## src/rtl/mdu_pkg.sv

```systemverilog
// mdu_pkg: shared definitions for the RV64M multiply/divide sequencer.
//   XLEN        operand/result width (64; W forms use the low 32-bit half)
//   MDU_*       op codes, equal to the instruction funct3 field
//   state_e     sequencer states
//   step_mode_e selects shift-add multiply or restoring divide in mdu_step
//   N_DW / N_W  iteration counts for 64-bit and word operations
package mdu_pkg;

  localparam int XLEN = 64;
  localparam int N_DW = 64;
  localparam int N_W  = 32;

  localparam logic [2:0] MDU_MUL    = 3'd0;
  localparam logic [2:0] MDU_MULH   = 3'd1;
  localparam logic [2:0] MDU_MULHSU = 3'd2;
  localparam logic [2:0] MDU_MULHU  = 3'd3;
  localparam logic [2:0] MDU_DIV    = 3'd4;
  localparam logic [2:0] MDU_DIVU   = 3'd5;
  localparam logic [2:0] MDU_REM    = 3'd6;
  localparam logic [2:0] MDU_REMU   = 3'd7;

  typedef enum logic [2:0] {
    S_IDLE,
    S_PREP,
    S_CALC,
    S_FIXUP,
    S_DONE
  } state_e;

  typedef enum logic {
    STEP_MUL,
    STEP_DIV
  } step_mode_e;

  // Conditional two's-complement negation.
  function automatic logic [XLEN-1:0] neg_if(input logic n, input logic [XLEN-1:0] x);
    return n ? (~x + 1'b1) : x;
  endfunction

endpackage

```

## src/rtl/mdu_step.sv

```systemverilog
// mdu_step: one combinational iteration of the multiply/divide datapath.
//   i_mode  STEP_MUL (shift-add) or STEP_DIV (restoring)
//   i_acc   {hi[XLEN:0], lo[XLEN-1:0]} working register
//   i_opnd  multiplicand / divisor magnitude
//   o_acc   next working register (divide: quotient bit slot left at 0)
//   o_qbit  quotient bit produced by this divide step (0 for multiply)
module mdu_step
  import mdu_pkg::*;
(
  input  step_mode_e          i_mode,
  input  logic [2*XLEN:0]     i_acc,
  input  logic [XLEN-1:0]     i_opnd,
  output logic [2*XLEN:0]     o_acc,
  output logic                o_qbit
);

  logic [XLEN:0]   w_hi;
  logic [XLEN-1:0] w_lo;
  logic [XLEN:0]   w_sum;
  logic [XLEN:0]   w_shift;
  logic [XLEN:0]   w_trial;
  logic            w_fits;

  assign w_hi = i_acc[2*XLEN:XLEN];
  assign w_lo = i_acc[XLEN-1:0];

  // hi stays below 2^XLEN between steps, so the add cannot overflow XLEN+1 bits.
  assign w_sum   = w_hi + (w_lo[0] ? {1'b0, i_opnd} : {(XLEN+1){1'b0}});
  assign w_shift = {w_hi[XLEN-1:0], w_lo[XLEN-1]};
  assign w_trial = w_shift - {1'b0, i_opnd};
  // Partial remainder is always < 2*divisor, so the trial sign bit is exact.
  assign w_fits  = ~w_trial[XLEN];

  always_comb begin
    o_acc  = '0;
    o_qbit = 1'b0;
    if (i_mode == STEP_DIV) begin
      o_qbit = w_fits;
      o_acc  = {(w_fits ? w_trial : w_shift), w_lo[XLEN-2:0], 1'b0};
    end else begin
      o_acc  = {1'b0, w_sum, w_lo[XLEN-1:1]};
    end
  end

endmodule

```

## src/rtl/mdu_seq.sv

```systemverilog
// mdu_seq: multi-cycle RV64M multiply/divide sequencer.
//   clk, rst            clock (rising edge), async active-high reset
//   valid_i / ready_o   op issue handshake (op_i = funct3, word_i = W form)
//   rs1_i, rs2_i        operands (multiplicand/multiplier, dividend/divisor)
//   flush_i             abort any in-flight op, back to IDLE next edge
//   valid_o / ready_i   result handshake; result_o stable while valid_o
//   busy_o              high whenever the sequencer is not IDLE
module mdu_seq #(
  parameter int XLEN = mdu_pkg::XLEN
) (
  input  logic            clk,
  input  logic            rst,
  input  logic            valid_i,
  output logic            ready_o,
  input  logic [2:0]      op_i,
  input  logic            word_i,
  input  logic [XLEN-1:0] rs1_i,
  input  logic [XLEN-1:0] rs2_i,
  input  logic            flush_i,
  output logic            valid_o,
  input  logic            ready_i,
  output logic [XLEN-1:0] result_o,
  output logic            busy_o
);
  import mdu_pkg::*;

  localparam int HW = XLEN / 2;
  localparam int CW = $clog2(N_DW);

  state_e          r_state, w_state_nxt;
  logic [2:0]      r_op;
  logic            r_word;
  logic [CW-1:0]   r_cnt;
  logic [XLEN:0]   r_hi;
  logic [XLEN-1:0] r_lo, r_b;
  logic            r_neg_q, r_neg_r;
  logic [XLEN-1:0] r_result;

  logic            w_accept, w_is_div, w_special;
  logic            w_a_signed, w_b_signed, w_a_neg, w_b_neg, w_div0, w_ovf;
  logic [XLEN-1:0] w_a_ext, w_b_ext, w_a_mag, w_b_mag, w_min;
  logic [2*XLEN:0] w_step_acc;
  logic            w_step_qbit;
  logic [2*XLEN-1:0] w_prod, w_prod_fix;
  logic [XLEN-1:0] w_quo_fix, w_rem_fix, w_sel, w_fix_result;

  assign ready_o  = (r_state == S_IDLE) & ~rst;
  assign valid_o  = (r_state == S_DONE);
  assign busy_o   = (r_state != S_IDLE);
  assign result_o = r_result;
  assign w_accept = valid_i & ready_o;
  assign w_is_div = r_op[2];

  // ---- PREP: operand extension, magnitudes, special cases ----
  assign w_a_signed = r_op[2] ? ~r_op[0] : (r_op == MDU_MULH || r_op == MDU_MULHSU);
  assign w_b_signed = r_op[2] ? ~r_op[0] : (r_op == MDU_MULH);
  assign w_a_ext = r_word ? {{HW{w_a_signed & r_lo[HW-1]}}, r_lo[HW-1:0]} : r_lo;
  assign w_b_ext = r_word ? {{HW{w_b_signed & r_b[HW-1]}}, r_b[HW-1:0]} : r_b;
  assign w_a_neg = w_a_signed & w_a_ext[XLEN-1];
  assign w_b_neg = w_b_signed & w_b_ext[XLEN-1];
  assign w_a_mag = neg_if(w_a_neg, w_a_ext);
  assign w_b_mag = neg_if(w_b_neg, w_b_ext);
  assign w_min   = r_word ? {{(XLEN-HW+1){1'b1}}, {(HW-1){1'b0}}}
                          : {1'b1, {(XLEN-1){1'b0}}};
  assign w_div0    = w_is_div & (w_b_ext == '0);
  assign w_ovf     = w_is_div & w_a_signed & (w_b_ext == '1) & (w_a_ext == w_min);
  assign w_special = w_div0 | w_ovf;

  // ---- CALC: single shared iteration step ----
  mdu_step u_step (
    .i_mode (w_is_div ? STEP_DIV : STEP_MUL),
    .i_acc  ({r_hi, r_lo}),
    .i_opnd (r_b),
    .o_acc  (w_step_acc),
    .o_qbit (w_step_qbit)
  );

  // ---- FIXUP: sign correction and result selection ----
  assign w_prod     = {r_hi[XLEN-1:0], r_lo};
  assign w_prod_fix = r_neg_q ? (~w_prod + 1'b1) : w_prod;
  assign w_quo_fix  = neg_if(r_neg_q, r_lo);
  assign w_rem_fix  = neg_if(r_neg_r, r_hi[XLEN-1:0]);

  always_comb begin
    w_sel = w_rem_fix;
    case (r_op)
      // Word multiply runs only 32 steps, leaving the product in lo[63:32].
      MDU_MUL:                          w_sel = r_word ? {{HW{1'b0}}, r_lo[XLEN-1:HW]}
                                                       : w_prod_fix[XLEN-1:0];
      MDU_MULH, MDU_MULHSU, MDU_MULHU:  w_sel = w_prod_fix[2*XLEN-1:XLEN];
      MDU_DIV, MDU_DIVU:                w_sel = w_quo_fix;
      default:                          w_sel = w_rem_fix;
    endcase
    w_fix_result = r_word ? {{HW{w_sel[HW-1]}}, w_sel[HW-1:0]} : w_sel;
  end

  always_comb begin
    w_state_nxt = r_state;
    case (r_state)
      S_IDLE:  if (w_accept) w_state_nxt = S_PREP;
      S_PREP:  w_state_nxt = w_special ? S_FIXUP : S_CALC;
      S_CALC:  if (r_cnt == '0) w_state_nxt = S_FIXUP;
      S_FIXUP: w_state_nxt = S_DONE;
      S_DONE:  if (ready_i) w_state_nxt = S_IDLE;
      default: w_state_nxt = S_IDLE;
    endcase
    if (flush_i && r_state != S_IDLE) w_state_nxt = S_IDLE;
  end

  always_ff @(posedge clk or posedge rst) begin
    if (rst) begin
      r_state  <= S_IDLE;
      r_cnt    <= '0;
      r_result <= '0;
    end else begin
      r_state <= w_state_nxt;
      if (r_state == S_PREP)
        r_cnt <= r_word ? CW'(N_W - 1) : CW'(N_DW - 1);
      else if (r_state == S_CALC && r_cnt != '0)
        r_cnt <= r_cnt - 1'b1;
      if (r_state == S_FIXUP && !flush_i)
        r_result <= w_fix_result;
    end
  end

  always_ff @(posedge clk) begin
    case (r_state)
      S_IDLE: if (w_accept) begin
        // W forms have no high-half multiplies; they degrade to MUL.
        r_op   <= (word_i && op_i != MDU_MUL && !op_i[2]) ? MDU_MUL : op_i;
        r_word <= word_i;
        r_lo   <= rs1_i;
        r_b    <= rs2_i;
      end
      S_PREP: begin
        r_neg_q <= w_a_neg ^ w_b_neg;
        r_neg_r <= w_a_neg;
        r_b     <= w_b_mag;
        if (w_div0) begin
          r_neg_q <= 1'b0;
          r_neg_r <= 1'b0;
          r_lo    <= '1;
          r_hi    <= {1'b0, w_a_ext};
        end else if (w_ovf) begin
          r_neg_q <= 1'b0;
          r_neg_r <= 1'b0;
          r_lo    <= w_a_ext;
          r_hi    <= '0;
        end else begin
          r_hi <= '0;
          // Word divides start with the dividend in the top half so the
          // quotient fills the low half after 32 steps.
          r_lo <= (w_is_div && r_word) ? {w_a_mag[HW-1:0], {HW{1'b0}}} : w_a_mag;
        end
      end
      S_CALC: begin
        r_hi <= w_step_acc[2*XLEN:XLEN];
        r_lo <= w_step_acc[XLEN-1:0] | {{(XLEN-1){1'b0}}, w_step_qbit};
      end
      default: ;
    endcase
  end

endmodule

```

## config.mk

```make
export PLATFORM = sky130hd
export DESIGN_NAME = mdu_seq
export DESIGN_NICKNAME = d
export VERILOG_FILES = /design/src/rtl/mdu_pkg.sv /design/src/rtl/mdu_step.sv /design/src/rtl/mdu_seq.sv
export SDC_FILE = /design/constraint.sdc
export NUM_CORES = 2
export LEC_CHECK = 0
export ABC_AREA = 1
export BUFFER_PORTS_ARGS = -buffer_cell sky130_fd_sc_hd__buf_2
export CORE_ASPECT_RATIO = 1.5
export CORE_MARGIN = 2
export CORE_UTILIZATION = 50
export DETAILED_ROUTE_END_ITERATION = 6
export MAX_ROUTING_LAYER = met4
export PLACE_DENSITY_LB_ADDON = 0.25
export SYNTH_ARGS = -nofsm -noshare
export SYNTH_HDL_FRONTEND = slang
export SYNTH_SLANG_ARGS = --single-unit
```

## constraint.sdc

```tcl
create_clock -name clk -period 6.5 [get_ports clk]
set_input_delay 0.65 -clock clk [delete_from_list [all_inputs] [get_ports clk]]
set_output_delay 0.65 -clock clk [all_outputs]
set_load 0.01 [all_outputs]
```

==> reports/qor.csv, run 1 <==
stage;metric;value;unit
status;status;aborted with a tool error;
status;Stopped at;global routing (5_1_grt);
status;Error;[ERROR GRT-0116] Global routing finished with congestion. Check the congestion regions in the DRC Viewer.;
grt;largest net degree at the start of global routing;84;
place;placed insts;8311;
yosys;prevailing post-synth register cell;edfxtp_1;
yosys;#FFs+latches synth;272;
clocking;clock root buffer;clkbuf_16;
clocking;setup bufs post-CTS;0;
yosys;post-synthesis cell count;7253;
yosys;Avg Inst Size Synth;5.39;µm²
place;IO buf count;203;
yosys;Post-Synth Simple-Gate Area;0.458;
place;Final Wtd Congestion;1.32;
yosys;Synth Area in Compound Gates;0.139;
clocking;H-tree depth;1;
yosys;share of flip-flops with an asynchronous set or reset;0.268;
grt;Total GRT Usage;0.682;
place;post-DP HPWL;191;mm
clocking;Num CTS Buffers;31;
yosys;Post-Synth Adder-Cell Area;0.0439;
yosys;post-synth cell types;52;
yosys;post-synthesis mux area share;0;
grt;vias in the first global route;52371;
clocking;Sink Count;272;
yosys;Ys Warns;0;
yosys;largest family of logic cells by synthesized area;simple AND/OR/NAND/NOR gates;
yosys;xor and xnor area share after synthesis;0.0271;
yosys;post-synthesis sequential area ratio;0.200;
yosys;Post-Syn Area;39100;µm²
floorplanning;Starting Density;0.505;
grt;first-pass GRT wire length;388;mm
clocking;Longest Clk Path Bufs;3;
floorplanning;Die Ht;346;µm
yosys;Post-synth EDFFs;199;
clocking;quantity of hold-fixing buffers added after cts;1;
floorplanning;io pins;204;
place;DP Area;40900;µm²
grt;global route overflow;196;
yosys;Mapped Nets;7526;
clocking;Post-CTS Resized;0;
floorplanning;num rows;125;
floorplanning;Die Span X;232;µm
==> layer usage <==
layer,overflow,global-route usage
met3,5,0.406
met2,126,0.881
met1,0,0.690
met5,-,-
met4,65,0.676
==> logic make-up after synthesis <==
logic type               after synthesis
AND/OR/NAND/NOR                     4364
buffers and inverters               1328
AO/OA/AOI/OAI                       1032
flip-flops                           272
adder cells (fa/ha/maj)              136
XOR/XNOR                             121
==> through the flow <==
step / setup slack (ns) / hold WS [ns] / utilization
2_1_floorplan: 1.51 / 0.486 / -
3_3_place_gp: 1.96 / 0.479 / 0.528
3_5_place_dp: 1.95 / 0.486 / 0.528
4_1_cts: 1.94 / 0.215 / 0.542
==> cell usage after synthesis, types with 14 or more instances <==
| master | instances | share of area |
|---|---|---|
| a21oi_1 | 440 | 0.056 |
| a31oi_1 | 22 | 0.0035 |
| buf_1 | 28 | 0.0027 |
| buf_2 | 39 | 0.0050 |
| buf_6 | 14 | 0.0040 |
| clkbuf_1 | 150 | 0.014 |
| dfrtp_1 | 73 | 0.047 |
| edfxtp_1 | 199 | 0.15 |
| ha_1 | 134 | 0.043 |
| inv_1 | 1074 | 0.10 |
| nand2_1 | 2627 | 0.25 |
| nand3_1 | 622 | 0.080 |
| nand3b_1 | 14 | 0.0027 |
| nand4_1 | 121 | 0.019 |
| nor2_1 | 826 | 0.079 |
| nor3_1 | 66 | 0.0084 |
| nor4_1 | 18 | 0.0029 |
| o211ai_1 | 19 | 0.0036 |
| o21ai_0 | 470 | 0.060 |
| o21bai_1 | 15 | 0.0029 |
| o22ai_1 | 24 | 0.0038 |
| or2_2 | 23 | 0.0037 |
| xnor2_1 | 23 | 0.0052 |
| xor2_1 | 98 | 0.022 |
==> run 2, diff against run 1 <==
--- a/config.mk
+++ b/config.mk
@@ -7,12 +7,10 @@
 export LEC_CHECK = 0
 export ABC_AREA = 1
 export BUFFER_PORTS_ARGS = -buffer_cell sky130_fd_sc_hd__buf_2
-export CORE_ASPECT_RATIO = 1.5
 export CORE_MARGIN = 2
-export CORE_UTILIZATION = 50
+export CORE_UTILIZATION = 35
 export DETAILED_ROUTE_END_ITERATION = 6
-export MAX_ROUTING_LAYER = met4
-export PLACE_DENSITY_LB_ADDON = 0.25
+export PLACE_DENSITY_LB_ADDON = 0.15
 export SYNTH_ARGS = -nofsm -noshare
 export SYNTH_HDL_FRONTEND = slang
 export SYNTH_SLANG_ARGS = --single-unit
==> reports/qor.csv, run 2 <==
stage;metric;value;unit
layout;layout cell share with drive strength beyond 1;0.0593;
power_and_ir_drop;P_leak;22.3;nW
timing;Setup Total Neg Slack;0;ns
clocking;clock transition at the registers of the reported paths;0.07;ns
power_and_ir_drop;Pwr per Cell Area;609;nW/µm²
yosys;cell taking the most area after synthesis;nand2_1;
clocking;Num CTS Buffers;39;
timing;min Tclk post-route;4.61;ns
layout;nets;7635;
yosys;share of flip-flops with an asynchronous set or reset;0.268;
status;failing checks;design-rule violations;
clocking;clock root buffer;clkbuf_16;
floorplanning;Die Ht;338;µm
timing;Finish-stage setup viols;0;
place;Final Wtd Congestion;1.11;
timing;max_slew headroom;0.0329;
routing;WL per Instance;29.2;µm
routing;total number of vias;50770;
power_and_ir_drop;Peak VDD IR;284;µV
clocking;CTS tree;done;
routing;routed wire length;260;mm
yosys;Avg Inst Size Synth;5.39;µm²
hold_path;Hold Crit Class;input port to async pin;
timing;Hold Violations, Final;0;
grt;Total GRT Usage;0.438;
yosys;Post-synth EDFFs;199;
yosys;prevailing post-synth register cell;edfxtp_1;
yosys;post-synth cell types;52;
floorplanning;Die Span X;338;µm
critical_path;Startpoint Class;register;
place;IO buf count;203;
timing;Max Slew Vio Count;0;
timing;Slew @ Worst Pin;1.45;ns
timing;final worst path period share;0.709;
routing;Avg Vias per Cell;5.71;
place;DP Area;41700;µm²
layout;commonest non-fill, non-tap cells in the layout;nand2_1, inv_1, nor2_1;
layout;Reg with most FFs;r_hi;
routing;drc violations;1;
grt;antenna violations before repair;24;
floorplanning;Starting Density;0.353;
clocking;Sink Count;272;
yosys;Mapped Nets;7526;
grt;first-pass GRT wire length;358;mm
timing;Worst Skew;0.0357;ns
yosys;post-synthesis cell count;7253;
grt;largest net degree at the start of global routing;155;
yosys;top-count cell post-synth;nand2_1;
yosys;area fraction of the dominant cell type after synthesis;0.252;
yosys;synth top area cells;nand2_1, edfxtp_1, inv_1, nand3_1, nor2_1;
critical_path;Worst Path Required;6.88;ns
run;maxcap violations;0;
timing;Fmax achieved;0.217;GHz
yosys;post-synthesis sequential area ratio;0.200;
floorplanning;num rows;122;
layout;max FFs per register;65;
routing;initial DRC count;6154;
critical_path;critical path class;register to register;
yosys;#FFs+latches synth;272;
critical_path;Crit. End Element;register;
clocking;Longest Clk Path Bufs;3;
clocking;setup bufs post-CTS;0;
grt;global route overflow;0;
place;post-DP HPWL;215;mm
grt;vias in the first global route;47760;
layout;commonest non-fill, non-tap cell in the layout;nand2_1;
status;status;finished, violations left;
yosys;Ys Warns;0;
critical_path;CP arrival;4.99;ns
clocking;quantity of hold-fixing buffers added after cts;0;
floorplanning;die area;114000;µm²
yosys;Post-Syn Area;39100;µm²
clocking;clock latency on the worst-skew pair;0.65;ns
routing;TritonRoute pass-1 iters;7;
clocking;H-tree depth;2;
routing;Final ANT Viol Nets;0;
layout;Layout area overhead;9.92;%
timing;RSZ-0062 raised after global routing;no;
layout;Layout fillers;12934;
floorplanning;io pins;204;
critical_path;crit-path max FO;38;
clocking;Post-CTS Resized;0;
yosys;top cells by instance count after synthesis;nand2_1, inv_1, nor2_1, nand3_1, o21ai_0;
power_and_ir_drop;total power;26.2;mW
layout;design area;43000;µm²
floorplanning;core footprint;111000;µm²
-- run 2: cell counts after synthesis --
Identical to the previous run, type by type.
-- run 2: final cells by class --
class,count,area (µm²),share of cell area
clock inverter,20,156,0.00364
multi-input combinational,5653,26100,0.609
timing repair buffer,305,1820,0.0424
inverter,1091,4110,0.0956
antenna,14,35.0,0.000815
clock buffer,47,1040,0.0241
sequential,272,7800,0.182
tap,1488,1860,0.0433
-- run 2: through the flow --
stage | hold WS [ns] | std cells | setup slack (ns) | utilization
after global routing | 0.0137 | 8884 | 1.66 | 0.388
after global placement | 0.466 | 8808 | 2.11 | 0.377
after detailed placement | 0.469 | 8808 | 2.02 | 0.377
after CTS | 0.00548 | 8875 | 2.02 | 0.388
after floorplan | 0.486 | 7253 | 1.51 | -
final | 0.00348 | 8890 | 1.89 | 0.388
-- run 2: layer usage --
metal,vias up,part of all wire,GRT usage
met2,2863,0.43,0.671
met4,22,0.098,0.354
met3,835,0.092,0.0980
met1,23685,0.38,0.527
met5,-,0.00050,0
li1,23365,-,-
-- run 2: worst max-delay path, stage by stage (launching register included) --
cell and delay [ns]:
edfxtp_1 0.45, clkinv_1 0.46, ha_1 0.44, fa_1 0.41, inv_1 0.09, nand3_1 0.07
nand2_1 0.16, nand2_1 0.07, nand2_1 0.13, nand2_1 0.06, nand2_1 0.18, nand2_1 0.08
nand2_1 0.09, nand2_1 0.13, nand2_1 0.13, nand2_1 0.07, nand2_2 0.56, buf_4 0.44
nand2_1 0.12, nand3_1 0.10, a21oi_1 0.07
-- run 2: cells by family (layout without fill, tap and decap cells) --
group | count (synthesis) | count (layout) | share of synthesized area
AOI/OAI and AO/OA | 1032 | 1032 | 0.139
xor gates and xnor gates | 121 | 121 | 0.0271
adders and majority gates | 136 | 136 | 0.0439
buffers and inverters | 1328 | 1463 | 0.132
DFF | 272 | 272 | 0.200
other | 0 | 14 | 0
and+or+nand+nor | 4364 | 4364 | 0.458
-- run 2: power breakdown --
part / switching, mW / internal, mW / total (mW)
Combinational: 14.5 / 4.82 / 19.3
Clock: 0.963 / 1.18 / 2.14
Sequential: 1.73 / 3.02 / 4.75
-- run 2: worst paths after layout --
check / slack [ns] / start / depth (start not counted) / to
max: 1.89 / r_lo[63] / 20 / r_hi[20]
min: 0.003 / rst / 2 / r_cnt[3]
max reg2reg: 1.89 / r_lo[63] / 20 / r_hi[20]
min reg2reg: 0.48 / result_o[0] / 2 / result_o[0]
max in group asynchronous: 5.34 / rst / 3 / result_o[10]
min in group clk: 0.24 / op_i[2] / 1 / r_op[2]
Note: power is estimated with default switching activity, not from simulation.
